[src/rtl/xbus_pkg.sv]
// Shared definitions for the Xbus initiator, its responder models and benches.
// Holds the FSM state encoding, default bus widths and the disk-controller
// register addresses that sit at the top of the Xbus I/O page.
package xbus_pkg;

    // FSM state encoding, shared with responder models so traces line up
    localparam logic [1:0] ST_IDLE    = 2'd0;
    localparam logic [1:0] ST_REQ     = 2'd1;
    localparam logic [1:0] ST_RELEASE = 2'd2;

    localparam int DEF_ADDR_W = 22;
    localparam int DEF_DATA_W = 32;

    // Disk-controller register block (word addresses, true polarity)
    localparam logic [21:0] DK_REG_CSR = 22'o17377774;
    localparam logic [21:0] DK_REG_WC  = 22'o17377775;
    localparam logic [21:0] DK_REG_BA  = 22'o17377776;
    localparam logic [21:0] DK_REG_DA  = 22'o17377777;

endpackage

[src/rtl/xbus_timeout.sv]
// Request watchdog: counts cycles while enabled and flags the last allowed one.
// Ports: mclk/reset (sync, active high), clear (restart at 0), en (count this
// cycle), expired (count has reached TIMEOUT-1; counter holds there).
module xbus_timeout #(
    parameter int TIMEOUT = 256
) (
    input  logic mclk,
    input  logic reset,
    input  logic clear,
    input  logic en,
    output logic expired
);

    localparam int CNT_W = (TIMEOUT > 2) ? $clog2(TIMEOUT) : 1;
    localparam logic [CNT_W-1:0] LAST = CNT_W'(TIMEOUT - 1);

    logic [CNT_W-1:0] cnt;

    always_ff @(posedge mclk) begin
        if (reset || clear) begin
            cnt <= '0;
        end else if (en && !expired) begin
            cnt <= cnt + CNT_W'(1);
        end
    end

    assign expired = (cnt == LAST);

endmodule

[src/rtl/xbus_initiator.sv]
// Xbus initiator: runs one read/write request/acknowledge handshake per start.
// Ports: start/wr/addr/wdata command in; busy/done/rdata/nxm/parerr status out;
// rq_n/adr_n/wrcyc/adrpar_n/bus_out/bus_oe drive the bus, ack_n/bus_in/
// mempar_in come back from the responder. ack_n needs a board pull-up.
// Optional macro XBUS_PARITY_EN enables address parity out and read-data
// parity checking; without it adrpar_n is tied 1 and parerr tied 0.
module xbus_initiator
    import xbus_pkg::*;
#(
    parameter int ADDR_W  = DEF_ADDR_W,
    parameter int DATA_W  = DEF_DATA_W,
    parameter int TIMEOUT = 256
) (
    input  logic              mclk,
    input  logic              reset,
    input  logic              start,
    input  logic              wr,
    input  logic [ADDR_W-1:0] addr,
    input  logic [DATA_W-1:0] wdata,
    output logic              busy,
    output logic              done,
    output logic [DATA_W-1:0] rdata,
    output logic              nxm,
    output logic              parerr,
    output logic              rq_n,
    output logic [ADDR_W-1:0] adr_n,
    output logic              wrcyc,
    output logic              adrpar_n,
    input  logic              ack_n,
    input  logic              mempar_in,
    input  logic [DATA_W-1:0] bus_in,
    output logic [DATA_W-1:0] bus_out,
    output logic              bus_oe
);

    logic [1:0] state;
    logic       tmo_expired;

    // Counter restarts in IDLE so each request gets the full window.
    xbus_timeout #(.TIMEOUT(TIMEOUT)) u_timeout (
        .mclk    (mclk),
        .reset   (reset),
        .clear   (state == ST_IDLE),
        .en      (state == ST_REQ),
        .expired (tmo_expired)
    );

    assign busy = (state != ST_IDLE);

    // wrcyc doubles as the latched read/write flag for the whole request.
    always_ff @(posedge mclk) begin
        if (reset) begin
            state   <= ST_IDLE;
            done    <= 1'b0;
            rdata   <= '0;
            nxm     <= 1'b0;
            rq_n    <= 1'b1;
            adr_n   <= '1;
            wrcyc   <= 1'b0;
            bus_out <= '0;
            bus_oe  <= 1'b0;
        end else begin
            done <= 1'b0;
            case (state)
                ST_IDLE: begin
                    if (start) begin
                        state   <= ST_REQ;
                        nxm     <= 1'b0;
                        rq_n    <= 1'b0;
                        adr_n   <= ~addr;
                        wrcyc   <= wr;
                        bus_oe  <= wr;
                        bus_out <= wdata;
                    end
                end
                ST_REQ: begin
                    if (!ack_n || tmo_expired) begin
                        // Ack wins over a simultaneous expiry.
                        if (!ack_n) begin
                            if (!wrcyc) begin
                                rdata <= bus_in;
                            end
                            state <= ST_RELEASE;
                        end else begin
                            nxm   <= 1'b1;
                            state <= ST_IDLE;
                        end
                        done    <= 1'b1;
                        rq_n    <= 1'b1;
                        adr_n   <= '1;
                        wrcyc   <= 1'b0;
                        bus_oe  <= 1'b0;
                        bus_out <= '0;
                    end
                end
                ST_RELEASE: begin
                    // Responder must drop ack before the next request.
                    if (ack_n) begin
                        state <= ST_IDLE;
                    end
                end
                default: state <= ST_IDLE;
            endcase
        end
    end

`ifdef XBUS_PARITY_EN
    always_ff @(posedge mclk) begin
        if (reset) begin
            adrpar_n <= 1'b1;
            parerr   <= 1'b0;
        end else begin
            case (state)
                ST_IDLE: begin
                    if (start) begin
                        adrpar_n <= ~(^addr);
                        parerr   <= 1'b0;
                    end
                end
                ST_REQ: begin
                    if (!ack_n || tmo_expired) begin
                        adrpar_n <= 1'b1;
                    end
                    if (!ack_n && !wrcyc) begin
                        parerr <= (mempar_in != ^bus_in);
                    end
                end
                default: ;
            endcase
        end
    end
`else
    assign adrpar_n = 1'b1;
    assign parerr   = 1'b0;
    logic unused_parity;
    assign unused_parity = mempar_in;
`endif

endmodule

[config.mk]
export PLATFORM = sky130hd
export DESIGN_NAME = xbus_initiator
export DESIGN_NICKNAME = d
export VERILOG_FILES = /design/src/rtl/xbus_pkg.sv /design/src/rtl/xbus_timeout.sv /design/src/rtl/xbus_initiator.sv
export SDC_FILE = /design/constraint.sdc
export NUM_CORES = 1
export LEC_CHECK = 0
export BUFFER_PORTS_ARGS = -buffer_cell sky130_fd_sc_hd__buf_4
export CAP_MARGIN = 10
export CORE_UTILIZATION = 36
export DETAILED_ROUTE_END_ITERATION = 8
export GPL_TIMING_DRIVEN = 0
export PLACE_DENSITY_LB_ADDON = 0.05
export SKIP_CTS_REPAIR_TIMING = 1
export SYNTH_ARGS = -nofsm -noshare
export SYNTH_HDL_FRONTEND = slang
export SYNTH_SLANG_ARGS = --single-unit
[constraint.sdc]
create_clock -name mclk -period 4.8 [get_ports mclk]
set_clock_uncertainty 0.15 [all_clocks]
set_input_delay 0.72 -clock mclk [delete_from_list [all_inputs] [get_ports mclk]]
set_output_delay 0.72 -clock mclk [all_outputs]
set_load 0.02 [all_outputs]
### After elaboration in Yosys (flattened, before gate mapping)

Cells that the tools add are included.

| storage, ports and cells | value |
|---|---|
| word-level logic and storage cells | 55 |
| output and inout bits | 94 |
| bits in registers | 100 |

| operators by class | value |
|---|---|
| bitwise operators | 4 |
| reduce and logical (&&, ||, !) cells | 13 |
| mux-type cells | 21 |
| add/sub/neg operators | 1 |
| equality and inequality tests | 7 |

Operators with widths:

| operator | number |
|---|---|
| $mux W32 | 2 |
| $pmux W32 S2 | 1 |
| $mux W22 | 2 |
| $pmux W22 S2 | 1 |
| $not A22 Y22 | 1 |
| $add A8 B1 Y8 const B | 1 |
| $eq A8 B8 Y1 const B | 1 |
| $mux W2 | 4 |
| $ne A2 B2 Y1 const B | 4 |
| $reduce_and A4 Y1 | 2 |
| $mux W1 | 7 |
| $pmux W1 S2 | 3 |
| $pmux W2 S3 | 1 |
| $reduce_and A3 Y1 | 2 |
| $reduce_bool A2 Y1 | 2 |
| $not A1 Y1 | 3 |
| $eq A2 B1 Y1 const B | 1 |
| $eq A2 B2 Y1 const B | 1 |
| $logic_not A1 Y1 | 2 |
| $logic_not A2 Y1 | 1 |
| $logic_or A1 B1 Y1 | 2 |
| $reduce_or A2 Y1 | 1 |
| $logic_and A1 B1 Y1 | 1 |

### Longest topological paths before layout

| logic depth | value |
|---|---|
| depth after elaboration | 4 |
| mapped depth | 7 |
| depth with buffers taken out | 5 |

### Modules after synthesis

From an unflattened synthesis, not the netlist that was laid out.

| second synthesis, totals | value |
|---|---|
| cell total of the unflattened synthesis | 396 |
| area, all modules | 3,693.5 um^2 |

By module, submodules not included:

| module | cells an instance | area each (um^2) | sequential area each (um^2) | instances |
|---|---|---|---|---|
| xbus_initiator | 347 | 3,268.1 | 1,841.8 | 1 |
| xbus_timeout | 49 | 425.4 | 160.2 | 1 |

### Least setup slack after synthesis

OpenSTA, ideal clock, no wires.

| timing | value |
|---|---|
| kind | reg-to-reg |
| start | register u_timeout.cnt[0] |
| end | register adr_n[20] |
| library setup time | 122 ps |
| stages on the path, launching flop included | 7 |
| required time | 4,528 ps |
| period minus slack after synthesis | 1,776 ps |
| arrival time | 1,504 ps |
| path slack | 3,024 ps |
| path through | dfxtp_1 ha_1 and3_1 buf_2 a21o_4 buf_6 a221o_1 |

| between the ends | value |
|---|---|
| cells in the longest elaborated chain, start to end | 4 |

Ends and longest elaborated chain:

| item | RTL line | text |
|---|---|---|
| start, declared | xbus_timeout.sv:17 | `logic [CNT_W-1:0] cnt;` |
| start signal, assigned | xbus_timeout.sv:23 | `cnt <= cnt + CNT_W'(1);` |
| $eq A8 B8 Y1 | xbus_timeout.sv:27 | `assign expired = (cnt == LAST);` |
| $logic_or A1 B1 Y1 | xbus_initiator.sv:77 | `if (!ack_n \|\| tmo_expired) begin` |
| $ne A2 B2 Y1 (no line) | -- |  |
| $reduce_and A3 Y1 (no line) | -- |  |
| end signal, assigned | xbus_initiator.sv:70 | `adr_n <= ~addr;` |
| end, declared | xbus_initiator.sv:26 | `output logic [ADDR_W-1:0] adr_n,` |

No other way between the ends.
A chain may end at the register's enable or synchronous reset.

### Final worst setup path

| timing | value |
|---|---|
| start | register state[1] |
| end | output port busy |

| between the ends | value |
|---|---|
| cells in the longest elaborated chain, start to end | 1 |

Ends and longest elaborated chain:

| item | RTL line | text |
|---|---|---|
| start, declared | xbus_initiator.sv:36 | `logic [1:0] state;` |
| start signal, assigned | xbus_initiator.sv:53 | `state <= ST_IDLE;` |
| start signal, assigned | xbus_initiator.sv:67 | `state <= ST_REQ;` |
| start signal, assigned | xbus_initiator.sv:83 | `state <= ST_RELEASE;` |
| $reduce_bool A2 Y1 | xbus_initiator.sv:48 | `assign busy = (state != ST_IDLE);` |
| end, declared | xbus_initiator.sv:20 | `output logic busy,` |

No other way between the ends.

==> metrics.txt <==
Post-synth EDFFs 0; CP Max Fanout 4; fraction of power spent switching nets approximately a quarter; cells after synthesis 520; number of detailed-routing iterations run before antenna repair 8; detailed placement HPWL between 9000 and 10000 um; ratio of final minimum period to clock period 41.7%; # IOs around 190; cell total after placement 844; routed via count 4341; CP Data Arrival Time roughly 1.1 ns; Yosys warning total 0; Setup Crit Path Kind reg -> out; startpoint kind of the worst setup timing path flop; Clock power frac a little under two fifths; average vias per placed instance just over 5; logic gate share of total power 17.9%; chip width 111 um; TritonCTS clock tree yes; Sw Pwr 524 uW; post-route setup TNS 0 ns; count of different cell masters after synthesis 45; fin crit period around 2 ns; internal portion of total power about 1.5 mW; Synth Area per Inst roughly 8 um2; Netlist Area Pre-Place approximately 0.0043 mm2; total power draw 2.01 mW; setup repair after global routing missed its margin false; number of synthesized register bits 100; data required time of the critical path roughly 3.9 ns; initial core utilization between 30 and 40%; Fill cells 1133; final-stage net count 805; number of H-tree levels 3; Worst Setup Slack post-DPL between 2 and 3 ns; Mapped Nets about 600; DIE HEIGHT ~110 um; actual transition at the worst max-transition pin ~0.58 ns; count of antenna-violating nets left after detailed routing 0; worst-case headroom to the max-slew limit between 60 and 70%; grt ovf 0; area of the die approximately 0.012 mm2; post-synthesis async set-or-reset flop share 0%; Max-cap violations 0; layout cells sized above 1 34.6%; number of clock sinks seen by CTS 100; final std cells w/o fill 859; number of global-route vias before repair slightly above 4000; TritonCTS Buffers 9; Worst setup EP type output port; GRT Util Overall 20.3%; count of antenna diodes in the layout 0; number of endpoints failing setup at the final stage 0; violated checks design-rule violations; static leakage between 2 and 3 nW; sequential area share after synthesis a little under half; weighted congestion at the end of routability-driven global placement between 0.8 and 0.9; Avg WL per Cell 14.5 um; remaining design rule violation count 16; Final Hold Vio Count 0; proportion of power drawn by flip-flops and latches ~45%; pin count of the biggest net entering global routing 15; Longest Clk Path Bufs 2; Final Routed Wirelength approximately 12000 um; result of the run complete, but fails checks; violation count after the first detailed-route iteration about 210; final setup margin between 2 and 3 ns; initial antenna violation count 0; num rows 39; root buffer cell clkbuf_16; class of the tightest hold or removal check reg -> reg; register clock-pin slew on the reported worst setup and hold paths 0.07 ns; maximum VDD drop 197 uV; post-synthesis to final-layout area growth 43.1%; Slew Limit Fails 0; clock latency on the worst-skew pair approximately 0.34 ns; wire length of the first global-routing pass just over 20000 um; buffers added on ports 181; dominant register cell in the synthesized netlist dfxtp_1; pwr/cell area 328 mW/mm2; Std-Cell Core Area ~0.012 mm2; Peak Freq 499 MHz
[through the flow]
step / hold WS [ns] / util (%) / cell area, um2
after floorplan: 0.327 / - / 4280
after global placement: 0.292 / 50.5 / 5810
after detailed placement: 0.298 / 50.5 / 5810
after CTS: 0.309 / 53.1 / 6120
after global routing: 0.325 / 53.1 / 6120
final: 0.306 / 53.1 / 6120
[worst max-delay path: stages (launching register included)]
cell and delay, ns:
dfxtp_1 0.34, or2_1 0.27, buf_4 0.17
[power by group through the flow]
stage	Sequential [mW]	Combinational, mW	Clock, mW
floorplan	0.962	0.149	0
global placement	0.917	0.358	0
detailed placement	0.919	0.363	0
CTS	0.901	0.363	0.766
global route	0.906	0.391	0.803
finish	0.901	0.360	0.747
[state kept, by name, summed over array words and instances, names as in the netlist]
signal / count
rq_n: 1
state: 2
bus_out: 32
nxm: 1
u_timeout.cnt: 8
rdata: 32
bus_oe: 1
adr_n: 22
done: 1
[logic make-up after synthesis]
| group | Yosys count | share of synthesized area, % |
|---|---|---|
| flip-flops | 100 | 46.8 |
| adder cells (fa/ha/maj) | 1 | 0.293 |
| multiplexers | 1 | 0.234 |
| XOR/XNOR | 7 | 1.43 |
| AND/OR/NAND/NOR | 162 | 17.3 |
| buffers and inverters | 53 | 6.29 |
| other | 2 | 0.176 |
| AO/OA/AOI/OAI | 194 | 27.5 |
[area by class of cell]
type / count / area [um2] / area share, %
plain buffers: 48 / 248 / 4.05
multi-input cells: 367 / 2000 / 32.8
clock inverters: 1 / 30.0 / 0.491
flip-flops and latches: 100 / 2000 / 32.7
clock buffers: 14 / 274 / 4.48
well taps: 143 / 179 / 2.92
inverters: 5 / 21.3 / 0.348
repair buffers: 181 / 1360 / 22.2
[per-layer routing]
layer / wire length, um / part of all wire (%) / track usage, % / up-vias
met5: 0 / 0 / 0 / -
met4: 155 / 1.2 / 5.84 / 0
met2: 5880 / 47 / 33.5 / 144
met1: 5520 / 44 / 24.9 / 1998
met3: 872 / 7.0 / 6.89 / 16
li1: - / - / - / 2183
[synthesized netlist by cell type (3+ instances only)]
cell type | count | area [um2]
dfxtp_1 | 100 | 2000
a21oi_1 | 98 | 490
nand2_1 | 82 | 308
o21ai_0 | 37 | 185
a22oi_1 | 31 | 233
nor2_1 | 28 | 105
clkbuf_1 | 25 | 93.8
or2_2 | 22 | 138
a221o_1 | 13 | 130
buf_2 | 11 | 55.1
or2_1 | 9 | 56.3
buf_4 | 8 | 60.1
xnor2_1 | 6 | 52.6
nor3_1 | 5 | 25.0
a211oi_1 | 3 | 22.5
buf_6 | 3 | 33.8
inv_1 | 3 | 11.3
nand4_1 | 3 | 18.8
o21ai_1 | 3 | 15.0
[worst paths after layout]
path | depth (start not counted) | from | slack (ns) | end
min reg2reg | 2 | rdata[28] | 0.31 | rdata[28]
min | 2 | rdata[28] | 0.31 | rdata[28]
max reg2reg | 7 | u_timeout.cnt[0] | 2.80 | bus_out[10]
max | 2 | state[1] | 2.80 | busy
[placed cells by master (no fill, tap or decap), types with 5 or more instances in the layout]
master,Yosys,final
nor3_1,5,5
buf_2,11,11
or2_1,9,9
a221o_1,13,13
xnor2_1,6,6
or2_2,22,22
nor2_1,28,28
buf_4,8,189
dfxtp_1,100,100
a21oi_1,98,98
clkbuf_1,25,27
nand2_1,82,82
o21ai_0,37,37
clkbuf_16,0,9
a22oi_1,31,31
Note: power is estimated with default switching activity, not from simulation.
